## src/rtl/nios2_oci_dct_pkg.sv

```systemverilog
// Shared definitions for the OCI debug compressed-trace (DCT) capture controller.
//   state_t : capture controller states
//   CODE_W  : bits per trace code
//   DEPTH   : codes per buffer word
//   BUF_W   : packed buffer width (CODE_W*DEPTH)
//   CNT_W   : width of the code counters (holds 0..DEPTH)
package nios2_oci_dct_pkg;

  localparam int CODE_W = 2;
  localparam int DEPTH  = 15;
  localparam int BUF_W  = CODE_W * DEPTH;
  localparam int CNT_W  = 4;

  typedef enum logic [2:0] {
    IDLE,
    ARMED,
    CAPTURE,
    DRAIN,
    DONE
  } state_t;

endpackage

```

## src/rtl/nios2_oci_dct_outreg.sv

```systemverilog
// Single-entry valid/ready output register for DCT words.
// Holds one word (data + code count) until the sink accepts it.
// Ports:
//   clk, reset_n          : clock, asynchronous active-low reset
//   load                  : capture load_data/load_count (only asserted while free)
//   load_data, load_count : word and its number of valid codes
//   out_ready             : sink accepts when out_valid & out_ready
//   out_valid/out_data/out_count : registered word toward the sink
//   free                  : register can take a new word this cycle
module nios2_oci_dct_outreg
  import nios2_oci_dct_pkg::*;
(
  input  logic             clk,
  input  logic             reset_n,
  input  logic             load,
  input  logic [BUF_W-1:0] load_data,
  input  logic [CNT_W-1:0] load_count,
  input  logic             out_ready,
  output logic             out_valid,
  output logic [BUF_W-1:0] out_data,
  output logic [CNT_W-1:0] out_count,
  output logic             free
);

  // Empty, or the held word leaves this cycle, so a new one may replace it.
  assign free = !out_valid || out_ready;

  always_ff @(posedge clk or negedge reset_n) begin
    if (!reset_n) begin
      out_valid <= 1'b0;
      out_data  <= '0;
      out_count <= '0;
    end else if (load) begin
      out_valid <= 1'b1;
      out_data  <= load_data;
      out_count <= load_count;
    end else if (out_ready) begin
      // Data is left in place after acceptance; only the valid flag drops.
      out_valid <= 1'b0;
    end
  end

endmodule

```

## src/rtl/nios2_oci_dct_sequencer.sv

```systemverilog
// Capture controller for the OCI debug compressed-trace (DCT) buffer.
// Arms on request, starts on trigger, packs 2-bit trace codes LSB-first into
// a 30-bit buffer and hands full (or flushed partial) words to a trace sink.
// Optional feature macro: DCT_DROP_COUNT_EN adds a saturating drop_count port.
// Ports:
//   clk, reset_n         : clock, asynchronous active-low reset
//   arm/trigger/stop     : control pulses driving the state machine
//   code_valid, code     : trace code input
//   dct_buffer/dct_count : packing buffer and its number of valid codes
//   out_valid/out_ready/out_data/out_count : word handshake toward the sink
//   overflow             : sticky, at least one code was dropped
//   test_ending          : high while draining
//   test_has_ended       : high once drained
//   drop_count           : (DCT_DROP_COUNT_EN) number of dropped codes
module nios2_oci_dct_sequencer
  import nios2_oci_dct_pkg::*;
(
  input  logic              clk,
  input  logic              reset_n,
  input  logic              arm,
  input  logic              trigger,
  input  logic              stop,
  input  logic              code_valid,
  input  logic [CODE_W-1:0] code,
  output logic [BUF_W-1:0]  dct_buffer,
  output logic [CNT_W-1:0]  dct_count,
  output logic              out_valid,
  input  logic              out_ready,
  output logic [BUF_W-1:0]  out_data,
  output logic [CNT_W-1:0]  out_count,
  output logic              overflow,
  output logic              test_ending,
  output logic              test_has_ended
`ifdef DCT_DROP_COUNT_EN
  ,
  output logic [15:0]       drop_count
`endif
);

  state_t           state;
  logic [BUF_W-1:0] pack_buf;
  logic [CNT_W-1:0] pack_cnt;

  logic             free;
  logic             accept;
  logic             stalled;
  logic             load;
  logic [BUF_W-1:0] load_data;
  logic [CNT_W-1:0] load_count;
  logic             drop;
  logic [BUF_W-1:0] next_buf;
  logic [CNT_W-1:0] next_cnt;

  assign dct_buffer = pack_buf;
  assign dct_count  = pack_cnt;

  // Packing datapath: decides what the buffer and output register do this cycle.
  always_comb begin
    // NOTE: every signal gets a default first so no path leaves it unassigned
    // (an unassigned path in combinational logic infers a latch).
    accept     = code_valid &&
                 ((state == CAPTURE) || (state == ARMED && trigger && !stop));
    stalled    = (pack_cnt == CNT_W'(DEPTH));
    load       = 1'b0;
    load_data  = pack_buf;
    load_count = pack_cnt;
    drop       = 1'b0;
    next_buf   = pack_buf;
    next_cnt   = pack_cnt;

    if (state == DRAIN) begin
      // Flush whatever partial word remains.
      if (pack_cnt != '0 && free) begin
        load     = 1'b1;
        next_buf = '0;
        next_cnt = '0;
      end
    end else if (state == CAPTURE && stalled) begin
      // A full word is waiting on the output register.
      if (free) begin
        load     = 1'b1;
        next_buf = '0;
        next_cnt = '0;
        if (accept) begin
          next_buf[CODE_W-1:0] = code;
          next_cnt             = CNT_W'(1);
        end
      end else if (accept) begin
        drop = 1'b1;
      end
    end else if (accept) begin
      if (pack_cnt == CNT_W'(DEPTH - 1)) begin
        // Last slot: bypass the buffer straight into the output when possible.
        if (free) begin
          load       = 1'b1;
          load_data  = {code, pack_buf[BUF_W-CODE_W-1:0]};
          load_count = CNT_W'(DEPTH);
          next_buf   = '0;
          next_cnt   = '0;
        end else begin
          next_buf[BUF_W-1 -: CODE_W] = code;
          next_cnt                    = CNT_W'(DEPTH);
        end
      end else begin
        next_buf[int'(pack_cnt)*CODE_W +: CODE_W] = code;
        next_cnt = pack_cnt + CNT_W'(1);
      end
    end
  end

  // Control state machine plus packing state and status flags.
  // NOTE: sequential state uses non-blocking assignments so every register
  // samples pre-edge values regardless of statement order.
  always_ff @(posedge clk or negedge reset_n) begin
    if (!reset_n) begin
      state          <= IDLE;
      pack_buf       <= '0;
      pack_cnt       <= '0;
      overflow       <= 1'b0;
      test_ending    <= 1'b0;
      test_has_ended <= 1'b0;
`ifdef DCT_DROP_COUNT_EN
      drop_count     <= '0;
`endif
    end else begin
      pack_buf <= next_buf;
      pack_cnt <= next_cnt;

      if (drop) begin
        overflow <= 1'b1;
`ifdef DCT_DROP_COUNT_EN
        if (drop_count != 16'hFFFF) drop_count <= drop_count + 16'd1;
`endif
      end

      case (state)
        IDLE: begin
          if (arm) state <= ARMED;
        end
        ARMED: begin
          // stop wins over a simultaneous trigger.
          if (stop) begin
            state       <= DRAIN;
            test_ending <= 1'b1;
          end else if (trigger) begin
            state <= CAPTURE;
          end
        end
        CAPTURE: begin
          if (stop) begin
            state       <= DRAIN;
            test_ending <= 1'b1;
          end
        end
        DRAIN: begin
          if (pack_cnt == '0 && !out_valid) begin
            state          <= DONE;
            test_ending    <= 1'b0;
            test_has_ended <= 1'b1;
          end
        end
        DONE: begin
          if (arm) begin
            state          <= ARMED;
            test_has_ended <= 1'b0;
            overflow       <= 1'b0;
`ifdef DCT_DROP_COUNT_EN
            drop_count     <= '0;
`endif
          end
        end
        default: state <= IDLE;
      endcase
    end
  end

  nios2_oci_dct_outreg u_outreg (
    .clk        (clk),
    .reset_n    (reset_n),
    .load       (load),
    .load_data  (load_data),
    .load_count (load_count),
    .out_ready  (out_ready),
    .out_valid  (out_valid),
    .out_data   (out_data),
    .out_count  (out_count),
    .free       (free)
  );

endmodule
```

## config.mk

```make
export PLATFORM = sky130hd
export DESIGN_NAME = nios2_oci_dct_sequencer
export DESIGN_NICKNAME = d
export VERILOG_FILES = /design/src/rtl/nios2_oci_dct_pkg.sv /design/src/rtl/nios2_oci_dct_outreg.sv /design/src/rtl/nios2_oci_dct_sequencer.sv
export SDC_FILE = /design/constraint.sdc
export NUM_CORES = 1
export LEC_CHECK = 0
export ABC_AREA = 1
export BUFFER_PORTS_ARGS = -buffer_cell sky130_fd_sc_hd__buf_2
export CAP_MARGIN = 15
export CORE_ASPECT_RATIO = 1.1
export CORE_MARGIN = 1.5
export CORE_UTILIZATION = 55
export DETAILED_ROUTE_END_ITERATION = 7
export GPL_ROUTABILITY_DRIVEN = 0
export HOLD_SLACK_MARGIN = 0.15
export PLACE_DENSITY_LB_ADDON = 0.15
export SLEW_MARGIN = 20
export SYNTH_ARGS = -nofsm -noshare
export SYNTH_HDL_FRONTEND = slang
export SYNTH_SLANG_ARGS = --single-unit
```

## constraint.sdc

```tcl
create_clock -name clk -period 3.5 [get_ports clk]
set_input_delay 0.175 -clock clk [delete_from_list [all_inputs] [get_ports clk]]
set_output_delay 0.175 -clock clk [all_outputs]
set_load 0.005 [all_outputs]
```

Yosys cells after proc, flatten, opt, wreduce, memory -nomap -nowiden
Cells that the tools add are included.
{"block": "word_totals", "reg_bits": 75, "inputBits": 9, "elab_cells": 108}
{"block": "classes", "add_sub_neg": 2, "n_eq_ne": 15, "shift": 2, "mux": 55, "n_reduce_logical": 24}
{"cell": "2-to-1 mux 30 bit", "count": 11}
{"cell": "2-to-1 mux 4 bit", "count": 12}
{"cell": "negator 5 -> 33 bit", "count": 1}
{"cell": "variable shift 2 x 33 -> 30 bit (first input constant)", "count": 1}
{"cell": "indexed part select 2 x 33 -> 30 bit", "count": 1}
{"cell": "bitwise mux 30 bit", "count": 1}
{"cell": "2-to-1 mux 28 bit", "count": 1}
{"cell": "2-to-1 mux 1 bit", "count": 20}
{"cell": "2-to-1 mux 3 bit", "count": 5}
{"cell": "one-hot mux 3 bit (4 select lines)", "count": 1}
{"cell": "AND reduction 3 bit", "count": 3}
{"cell": "equality test 4 bit (second input constant)", "count": 2}
{"cell": "inequality test 2 x 1 -> 1 bit (second input constant)", "count": 4}
{"cell": "AND reduction 4 bit", "count": 2}
{"cell": "equality test 3 x 2 -> 1 bit (second input constant)", "count": 2}
{"cell": "logical AND 1 bit", "count": 6}
{"cell": "inequality test 3 bit (second input constant)", "count": 2}
{"cell": "nonzero test 2 bit", "count": 3}
{"cell": "adder 4 x 1 -> 4 bit (second input constant)", "count": 1}
{"cell": "logical NOT 4 bit", "count": 1}
{"cell": "2-to-1 mux 2 bit", "count": 2}
{"cell": "inequality test 2 bit (second input constant)", "count": 2}
{"cell": "inequality test 4 bit (second input constant)", "count": 1}
{"cell": "one-hot mux 1 bit (2 select lines)", "count": 2}
{"cell": "other kinds (8)", "count": 11}

Logic depth before layout (Yosys ltp)
Gate-level depths: netlist of the first run.
{"block": "depth", "ltp_word": 12, "ltp_mapped": 13, "depth_no_buf": 12}

Hierarchy
From an unflattened synthesis of the first run, not the netlist that was laid out.
{"block": "hier_totals", "hier_cells": 547, "area_unflattened_um2": 4096.4}
{"module": "nios2_oci_dct_sequencer", "instances": 1, "cells_each": 399, "area_per_inst_um2": 2717.6, "seq_area_each_um2": 1001.0}
{"module": "nios2_oci_dct_outreg", "instances": 1, "cells_each": 148, "area_per_inst_um2": 1378.8, "seq_area_each_um2": 875.8}

Least setup slack after synthesis of the first run
No wires, ideal clock.
{"block": "synth_path", "path_kind": "flip-flop to flip-flop", "startpoint": "register pack_cnt[2] (netlist: dct_count[2])", "endpoint": "register pack_buf[1] (netlist: dct_buffer[1])", "arrival_ns": 1.891, "slack_ns": 1.488, "path_stages_with_launch": 12, "n_path_buf": 3, "path_cell_list": "dfrtp_1 > buf_4 > nor3_1 > ha_1 > clkbuf_1 > inv_1 > clkbuf_1 > nand3_1 > nand2_1 > nand3_1 > nand2_1 > o21ai_1"}
{"block": "synth_between", "elab_chain_len": 7, "elab_cells_between_ends": 18, "classes_between": "1 x add/sub; 5 x eq/ne; 2 x shift; 5 x mux; 5 x reduce/logical"}
{"item": "from (decl)", "line_no": "nios2_oci_dct_sequencer.sv:42", "source": "logic [CNT_W-1:0] pack_cnt;"}
{"item": "from (signal assigned)", "line_no": "nios2_oci_dct_sequencer.sv:127", "source": "pack_cnt <= next_cnt;"}
{"item": "negator 5 -> 33 bit", "line_no": "nios2_oci_dct_sequencer.sv:105", "source": "next_buf[int'(pack_cnt)*CODE_W +: CODE_W] = code;"}
{"item": "indexed part select 2 x 33 -> 30 bit / variable shift 2 x 33 -> 30 bit (equally long branches)", "line_no": "nios2_oci_dct_sequencer.sv:105"}
{"item": "bitwise mux 30 bit", "line_no": "nios2_oci_dct_sequencer.sv:105"}
{"item": "2-to-1 mux 30 bit", "line_no": "nios2_oci_dct_sequencer.sv:92", "source": "if (pack_cnt == CNT_W'(DEPTH - 1)) begin"}
{"item": "2-to-1 mux 30 bit", "line_no": "nios2_oci_dct_sequencer.sv:91", "source": "end else if (accept) begin"}
{"item": "2-to-1 mux 30 bit", "line_no": "nios2_oci_dct_sequencer.sv:78", "source": "end else if (state == CAPTURE && stalled) begin"}
{"item": "2-to-1 mux 30 bit", "line_no": "nios2_oci_dct_sequencer.sv:71", "source": "if (state == DRAIN) begin"}
{"item": "to (signal assigned)", "line_no": "nios2_oci_dct_sequencer.sv:126", "source": "pack_buf <= next_buf;"}
{"item": "to (decl)", "line_no": "nios2_oci_dct_sequencer.sv:41", "source": "logic [BUF_W-1:0] pack_buf;"}
Parallel ways exist; a longest one is shown, timed or not. The select of a mux whose other input is x is not followed.
A chain may end at the register's enable or synchronous reset.

Final worst setup path of the first run
{"block": "layout_path", "startpoint": "register pack_cnt[0] (netlist: dct_count[0])", "endpoint": "register u_outreg.out_data[7]"}
{"block": "layout_between", "elab_chain_len": 5, "elab_cells_between_ends": 14, "classes_between": "2 x eq/ne; 9 x mux; 3 x reduce/logical"}
{"item": "equality test 4 bit", "line_no": "nios2_oci_dct_sequencer.sv:92"}
{"item": "2-to-1 mux 30 bit / 2-to-1 mux 1 bit (equally long branches)", "line_no": "nios2_oci_dct_sequencer.sv:92"}
{"item": "2-to-1 mux 30 bit / 2-to-1 mux 1 bit (equally long branches)", "line_no": "nios2_oci_dct_sequencer.sv:91"}
{"item": "2-to-1 mux 30 bit / 2-to-1 mux 1 bit (equally long branches)", "line_no": "nios2_oci_dct_sequencer.sv:78"}
{"item": "2-to-1 mux 30 bit / 2-to-1 mux 1 bit (equally long branches)", "line_no": "nios2_oci_dct_sequencer.sv:71"}
{"item": "to (signal assigned)", "line_no": "nios2_oci_dct_outreg.sv:35", "source": "out_data <= load_data;"}
{"item": "to (decl)", "line_no": "nios2_oci_dct_outreg.sv:20", "source": "output logic [BUF_W-1:0] out_data,"}
Parallel ways exist; a longest one is shown, timed or not.

==> results of run 1 <==
==> timing repair <==
item	CTS	global route
endpoints found under the hold margin	51	0
setup buffers	0	0
hold buffers	2	0
==> cells in the final DEF, fill, tap and decap left out, drive strengths merged <==
cell	count
a21oi	7
nand4	5
dfrtp	75
nand3	57
o31ai	1
buf	85
inv	36
nor3	4
o211ai	6
dlygate4sd3	2
ha	4
nand2	209
o22ai	1
clkinv	2
nor2	49
bufinv	1
clkinvlp	2
clkbuf	10
a31oi	1
o21ai	31
==> kinds of logic after synthesis <==
logic type,Yosys count
AO/OA/AOI/OAI,47
AND/OR/NAND/NOR,324
adder cells (fa/ha/maj),4
buffers and inverters,80
flip-flops,75
==> registers in the layout, summed over array words and instances (netlist names) <==
| register | flops |
|---|---|
| dct_buffer | 30 |
| dct_count | 4 |
| overflow | 1 |
| state | 3 |
| test_ending | 1 |
| test_has_ended | 1 |
| u_outreg.out_count | 4 |
| u_outreg.out_data | 30 |
| u_outreg.out_valid | 1 |
==> routing by layer <==
metal | track usage | routed length, um | up-vias
li1 | - | - | 1773
met1 | 0.356 | 4320 | 1659
met2 | 0.382 | 4010 | 132
met3 | 0.0561 | 490 | 18
met4 | 0.0874 | 195 | 0
met5 | 0 | 0 | -
==> critical path, cell delays in order (launching register included) <==
cell and delay (ps):
dfrtp_1 520, clkinv_1 320, ha_1 340, nand3_2 140
nand3_1 120, o21ai_1 190, inv_1 70, nand2_1 380
buf_4 310, nand2_1 80, nand2_1 90
==> worst max path at each step <==
stage / startpoint / depth (start not counted) / endpoint
floorplan: dct_count[2]$_DFFE_PN0P_ / 11 / dct_buffer[1]$_DFFE_PN0P_
global placement: dct_count[0]$_DFFE_PN0P_ / 10 / u_outreg.out_data[2]$_DFFE_PN0P_
detailed placement: dct_count[0]$_DFFE_PN0P_ / 10 / u_outreg.out_data[7]$_DFFE_PN0P_
CTS: dct_count[0]$_DFFE_PN0P_ / 10 / u_outreg.out_data[7]$_DFFE_PN0P_
global route: dct_count[0]$_DFFE_PN0P_ / 10 / u_outreg.out_data[7]$_DFFE_PN0P_
finish: dct_count[0]$_DFFE_PN0P_ / 10 / u_outreg.out_data[7]$_DFFE_PN0P_
==> per-stage QoR <==
| stage | util | total power, mW | hold slack, ps |
|---|---|---|---|
| 3_3_place_gp | 0.602 | 2.23 | 432 |
| 6_report | 0.635 | 2.94 | 163 |
| 4_1_cts | 0.635 | 2.93 | 163 |
| 2_1_floorplan | - | 1.97 | -121 |
| 5_1_grt | 0.635 | 3.16 | 207 |
| 3_5_place_dp | 0.602 | 2.24 | 445 |
==> power groups by stage <==
| stage | logic [mW] | clock network, mW | registers [mW] |
|---|---|---|---|
| floorplan | 0.913 | 0 | 1.06 |
| global placement | 1.16 | 0 | 1.07 |
| detailed placement | 1.17 | 0 | 1.07 |
| CTS | 1.18 | 0.700 | 1.06 |
| global route | 1.34 | 0.739 | 1.08 |
| finish | 1.19 | 0.691 | 1.06 |
==> final cells by class <==
| class | count | area (um2) |
|---|---|---|
| fillers | 625 | 2560 |
| flip-flops and latches | 75 | 1880 |
| multi-input cells | 375 | 1670 |
| repair buffers | 87 | 460 |
| clock buffers | 10 | 138 |
| inverters | 35 | 131 |
| well taps | 85 | 106 |
| clock inverters | 6 | 71.3 |
==> metrics.md, run 1 <==
| Metric | Value |
|---|---|
| Run status | `finished clean` |
| Dominant combinational cell family by area after synthesis | `simple AND/OR/NAND/NOR gates` |
| Cts bufs inserted | `9` |
| Flip-flop and latch count after synthesis | `75` |
| Final design area excluding fillers | `4450 um2` |
| Post-synth top flop | `dfrtp_1` |
| DP Wirelength | `between 6000 and 7000 um` |
| Count leader, synth | `nand2_1` |
| Port-buffer cells | `80` |
| Post-synthesis sequential area ratio | `0.470` |
| Reported leakage power | `roughly 2.6 nW` |
| Width of the die | `84.2 um` |
| Buffer levels on the longest clock path | `2` |
| Syn nets | `543` |
| Avg Inst Size Synth | `~7.5 um2` |
| Worst hold path startpoint | `arm` |
| Total GRT Usage | `0.251` |
| Number of enable flip-flop cells after synthesis | `0` |
| IR drop worst, VDD | `0.401 mV` |
| Dominant cell type by area after synthesis | `dfrtp_1` |
| Max Clock Freq | `0.380 GHz` |
| Vias in the first global route | `3,299` |
| Worst reg2reg setup slack | `870 ps` |
| Compound-Gate Fraction of Synth Area | `0.0649` |
| Master cell of the clock root buffer | `clkbuf_8` |
| Crit path setup slack, layout | `about 870 ps` |
| Setup repair after global routing missed its margin | `false` |
| Overall via count from detail_route | `3,582` |
| Depth of the worst register-to-register path | `10` |
| CORE AREA | `approximately 7000 um2` |
| Clock tree skew after final layout | `about 10 ps` |
| Biggest area contributors in the synthesized netlist | `dfrtp_1 (47%), nand2_1 (20%), nand3_1 (6.6%)` |
| DRC violation count after routing | `0` |
| Cell-internal power | `1.66 mW` |
| Number of warnings issued by yosys | `0` |
| Endpoint required time on the critical path | `3790 ps` |
| Type of element capturing the critical path | `register` |
| Die height | `92.3 um` |
| Area share of and/or/nand/nor cells after synthesis | `0.340` |
| Worst slack, placed | `960 ps` |
| Sw Ratio | `0.438` |
| Count of cells along the worst hold path | `4` |
| Final hold violation count | `0` |
| Maximum number of pins on one net before global-route repair | `52` |
| Post-synthesis cell type count | `26` |
| Final period utilization | `0.751` |
| Initial Util | `0.570` |
| Number of clock sinks | `75` |
| End of the worst register-to-register path | `u_outreg.out_data[7]$_DFFE_PN0P_` |
| Shortest period the worst path allows | `2630 ps` |
| Fraction of post-synthesis cell area in the top cell type by area | `0.470` |
| Synthesized-area fraction occupied by xor and xnor cells | `0` |
| Worst Tran Pin Value | `between 600 and 700 ps` |
| NumNets Final | `between 500 and 600` |
| Fraction of registers with async set or reset after synthesis | `1.00` |
| Part of the power in combinational logic | `0.406` |
| Layout-stage area growth over the synthesis result | `11.5%` |
| Number of instances in the synthesized netlist | `530` |
| Final setup fails | `0` |
| Most numerous cell types in the synthesized netlist | `nand2_1 (208), dfrtp_1 (75), nand3_1 (53)` |
| Synthesized cell area | `between 3000 and 4000 um2` |
| Terminating pin of the worst hold path | `overflow$_DFF_PN0_` |
| Global-route wire length before repair | `approximately 16,000 um` |
| Insertion delay of the later-clocked pin in the worst-skew pair | `360 ps` |
| Resize count post-CTS | `0` |
| Full die area | `7780 um2` |
| # Max-Cap Violations | `0` |
| Launch instance of the worst register-to-register path | `dct_count[0]$_DFFE_PN0P_` |
| Maximum fanout along the worst path | `16` |
| Share of total power in sequential cells | `0.360` |
| Area after DPL | `4220 um2` |
| Adder-cell area share of the yosys netlist | `0.0125` |
| Proportion of power drawn by the clock network | `0.235` |
| Number of top-level pins | `81` |
| Slew margin rel. | `0.571` |
| Antenna diodes | `0` |
| Pins Over Slew Limit | `0` |
| Sw power | `1.29 mW` |
| Final sum of negative setup slack | `0 ps` |
| Number of nets still failing antenna checks after routing | `0` |
| Total gr overflow | `0` |
| Drt pass-1 iters | `7` |
| Share of final-layout standard cells stronger than drive strength 1 | `0.209` |
| Share of synthesized area spent on multiplexers | `0` |
| Kind of start point of the critical path | `register` |
| P per Cell Area | `661 nW/um2` |
| Routed length per placed instance | `approximately 13 um` |
| Mean number of vias per cell | `between 5 and 6` |
| Worst endpoint data arrival time | `2920 ps` |
| DR iter-0 viols | `between 200 and 300` |
| Depth of the CTS H-tree | `3` |
| Antenna violations before repair | `0` |
| Floorplan row count | `32` |
| Type of the setup path with the least slack | `reg2reg` |
| Placed cell count | `655` |
| Clock tree from TritonCTS | `built` |
| Final non-filler cell total | `673` |
| Type of the tightest min-delay check | `in2reg` |
| Clock transition time at the flip-flop clock pins of the worst setup and hold paths | `80 ps` |
| Total routed wirelength | `9020 um` |
No activity file was read; power rests on OpenSTA's default activity.
==> inputs of run 2 (changes only) <==
Settings changed: ABC_AREA 1 to 0, CORE_UTILIZATION 55 to 49.
Clock period 3.5 ns to 2.3 ns, I/O delays scaled along.
==> metrics.md, run 2 <==
| Metric | Value |
|---|---|
| Biggest area contributors in the synthesized netlist | `dfrtp_1 (49%), mux2_2 (9.0%), buf_4 (5.8%)` |
| Final period utilization | `0.964` |
| Count leader, synth | `dfrtp_1` |
| Syn nets | `around 370` |
| Fraction of post-synthesis cell area in the top cell type by area | `0.486` |
| DRC violation count after routing | `0` |
| Max incr delay on CP | `about 450 ps` |
| Insertion delay of the later-clocked pin in the worst-skew pair | `360 ps` |
| Drt pass-1 iters | `5` |
| Post-synth top flop | `dfrtp_1` |
| Die height | `96.1 um` |
| Number of warnings issued by yosys | `0` |
| Floorplan row count | `33` |
| Total GRT Usage | `0.222` |
| Final standard cell utilization of the core | `0.616` |
| P per Cell Area | `~1300 nW/um2` |
| Synthesized-area fraction occupied by xor and xnor cells | `0.00227` |
| Count of cells along the worst hold path | `4` |
| DR iter-0 viols | `167` |
| Final hold violation count | `0` |
| Reported leakage power | `2.34 nW` |
| Worst reg2reg setup slack | `80 ps` |
| Global-route wire length before repair | `14,100 um` |
| Cts bufs inserted | `9` |
| Antenna violations before repair | `0` |
| Cell class contributing the biggest share of worst-path delay | `simple AND/OR/NAND/NOR gates` |
| Most frequent standard cell in the layout excluding fill and tap cells | `buf_2` |
| Fillers | `649` |
| Buffers plus inverters on the worst setup path | `1` |
| Type of the setup path with the least slack | `reg2reg` |
| Share of final-layout standard cells stronger than drive strength 1 | `0.422` |
| Antenna diodes | `0` |
| Number of instances in the synthesized netlist | `354` |
| Compound-Gate Fraction of Synth Area | `0.187` |
| Area after DPL | `4310 um2` |
| Endpoint required time on the critical path | `2590 ps` |
| Final setup fails | `0` |
| Depth of the worst register-to-register path | `8` |
| Width of the die | `about 88 um` |
| Leading cell types in the layout, fill and taps excluded | `buf_2 (79), dfrtp_1 (73), mux2_2 (31)` |
| Total gr overflow | `0` |
| Dominant cell type by area after synthesis | `dfrtp_1` |
| Clock tree from TritonCTS | `built` |
| Number of nets still failing antenna checks after routing | `0` |
| Max Clock Freq | `0.451 GHz` |
| Flip-flop and latch count after synthesis | `75` |
| NumNets Final | `444` |
| Full die area | `8430 um2` |
| Area share of and/or/nand/nor cells after synthesis | `0.129` |
| Worst endpoint data arrival time | `2500 ps` |
| Number of enable flip-flop cells after synthesis | `0` |
| Pins Over Slew Limit | `0` |
| Number of top-level pins | `81` |
| Buffer levels on the longest clock path | `2` |
| Type of the tightest min-delay check | `in2reg` |
| Total routed wirelength | `8920 um` |
| Type of element capturing the critical path | `register` |
| Run status | `finished clean` |
| Terminating pin of the worst hold path | `test_ending$_DFFE_PN0P_` |
| DP Wirelength | `6340 um` |
| Initial Util | `0.511` |
| Crit path setup slack, layout | `82.5 ps` |
| # Max-Cap Violations | `0` |
| Worst slack, placed | `-42.8 ps` |
| Vias in the first global route | `between 2k and 3k` |
| Number of clock sinks | `75` |
| Clock transition time at the flip-flop clock pins of the worst setup and hold paths | `about 80 ps` |
| Port-buffer cells | `80` |
| Shortest period the worst path allows | `2220 ps` |
| Share of synthesized area spent on multiplexers | `0.0942` |
| Final design area excluding fillers | `4650 um2` |
| Routed length per placed instance | `16.5 um` |
| Avg Inst Size Synth | `10.9 um2` |
| Overall via count from detail_route | `2,995` |
| Dominant combinational cell family by area after synthesis | `compound AO/OA/AOI/OAI gates` |
| Depth of the CTS H-tree | `3` |
| Most numerous cell types in the synthesized netlist | `dfrtp_1 (75), mux2_2 (31), buf_4 (30)` |
| Cell-by-cell trace of the critical path | `buf_4 > nor3_1 > ha_2 > nor4_1 > nand3_1 > a2bb2oi_2 > nand4_1 > o21ai_1` |
| Maximum number of pins on one net before global-route repair | `between 70 and 80` |
| Layout-stage area growth over the synthesis result | `20.4%` |
| Post-synthesis cell type count | `59` |
| Post-synthesis sequential area ratio | `0.486` |
| Launch instance of the worst register-to-register path | `dct_count[1]$_DFFE_PN0P_` |
| Fraction of registers with async set or reset after synthesis | `1.00` |
| Adder-cell area share of the yosys netlist | `0.0130` |
| IR drop worst, VDD | `0.720 mV` |
| Clock tree skew after final layout | `8.56 ps` |
| Worst Tran Pin Value | `916 ps` |
| Master cell of the clock root buffer | `clkbuf_8` |
| End of the worst register-to-register path | `dct_buffer[1]$_DFFE_PN0P_` |
| Synthesized cell area | `3860 um2` |
| Worst hold path startpoint | `stop` |
| Slowest library cell on the worst path | `dfrtp_2` |
| Mean number of vias per cell | `5.54` |
| Slew margin rel. | `0.389` |
| Maximum fanout along the worst path | `6` |
| Kind of start point of the critical path | `register` |
| CORE AREA | `7560 um2` |
-- run 2: worst max-delay path by stage --
stage                                   startpoint                           endpoint  slack [ps]  depth (start not counted)
after floorplan           dct_count[0]$_DFFE_PN0P_  u_outreg.out_count[2]$_DFFE_PN0P_          50                         10
after global placement    dct_count[0]$_DFFE_PN0P_         dct_buffer[28]$_DFFE_PN0P_          90                          8
after detailed placement  dct_count[0]$_DFFE_PN0P_         dct_buffer[28]$_DFFE_PN0P_         -40                          6
after CTS                 dct_count[0]$_DFFE_PN0P_         dct_buffer[29]$_DFFE_PN0P_          70                          8
after global routing      dct_count[1]$_DFFE_PN0P_          dct_buffer[1]$_DFFE_PN0P_          -5                          8
final                     dct_count[1]$_DFFE_PN0P_          dct_buffer[1]$_DFFE_PN0P_          80                          8
-- run 2: routing by layer --
layer | vias to the layer above | share of wire | track usage
li1 | 1425 | - | -
met1 | 1461 | 0.46 | 0.299
met2 | 93 | 0.47 | 0.348
met3 | 16 | 0.043 | 0.0326
met4 | 0 | 0.024 | 0.115
met5 | - | 0 | 0
-- run 2: power by group --
group          internal, mW  switching [mW]
Sequential             1.56           0.237
Clock                 0.725           0.504
Combinational          1.32            1.58
-- run 2: repair_timing --
| item | 4_1_cts | 5_1_grt |
|---|---|---|
| hold endpoints to repair | 86 | 0 |
| hold buffers | 5 | 0 |
| gates resized for setup | 2 | 8 |
| setup endpoints to repair | 2 | 30 |
| pin swaps | 0 | 1 |
| setup buffers | 0 | 1 |
-- run 2: final cells by class --
type	count	area [um2]	share of cell area
clock buffer	10	128	0.0274
clock inverter	6	113	0.0242
inverter	9	35.0	0.00753
multi-input combinational	226	1700	0.366
sequential	75	1880	0.404
tap	105	131	0.0282
timing repair buffer	110	666	0.143
-- run 2: tightest hold or removal path: stages --
cell and delay (ps):
buf_2 120, nor3b_1 140, nor2_1 80, a31oi_1 40
-- run 2: cell families after synthesis --
group           after synthesis
compound gates               97
mux                          32
flops                        75
fa+ha+maj                     4
buf+inv                      53
simple gates                 92
xor+xnor                      1
-- run 2: stage by stage --
step | hold slack, ps | TNS, ps | instances | total power [mW]
after detailed placement | 319 | -83.9 | 519 | 4.59
final | 177 | 0 | 541 | 5.92
after global placement | 307 | 0 | 519 | 4.52
after CTS | 168 | 0 | 540 | 5.86
after floorplan | -181 | 0 | 354 | 3.70
after global routing | 206 | -5.46 | 541 | 6.26
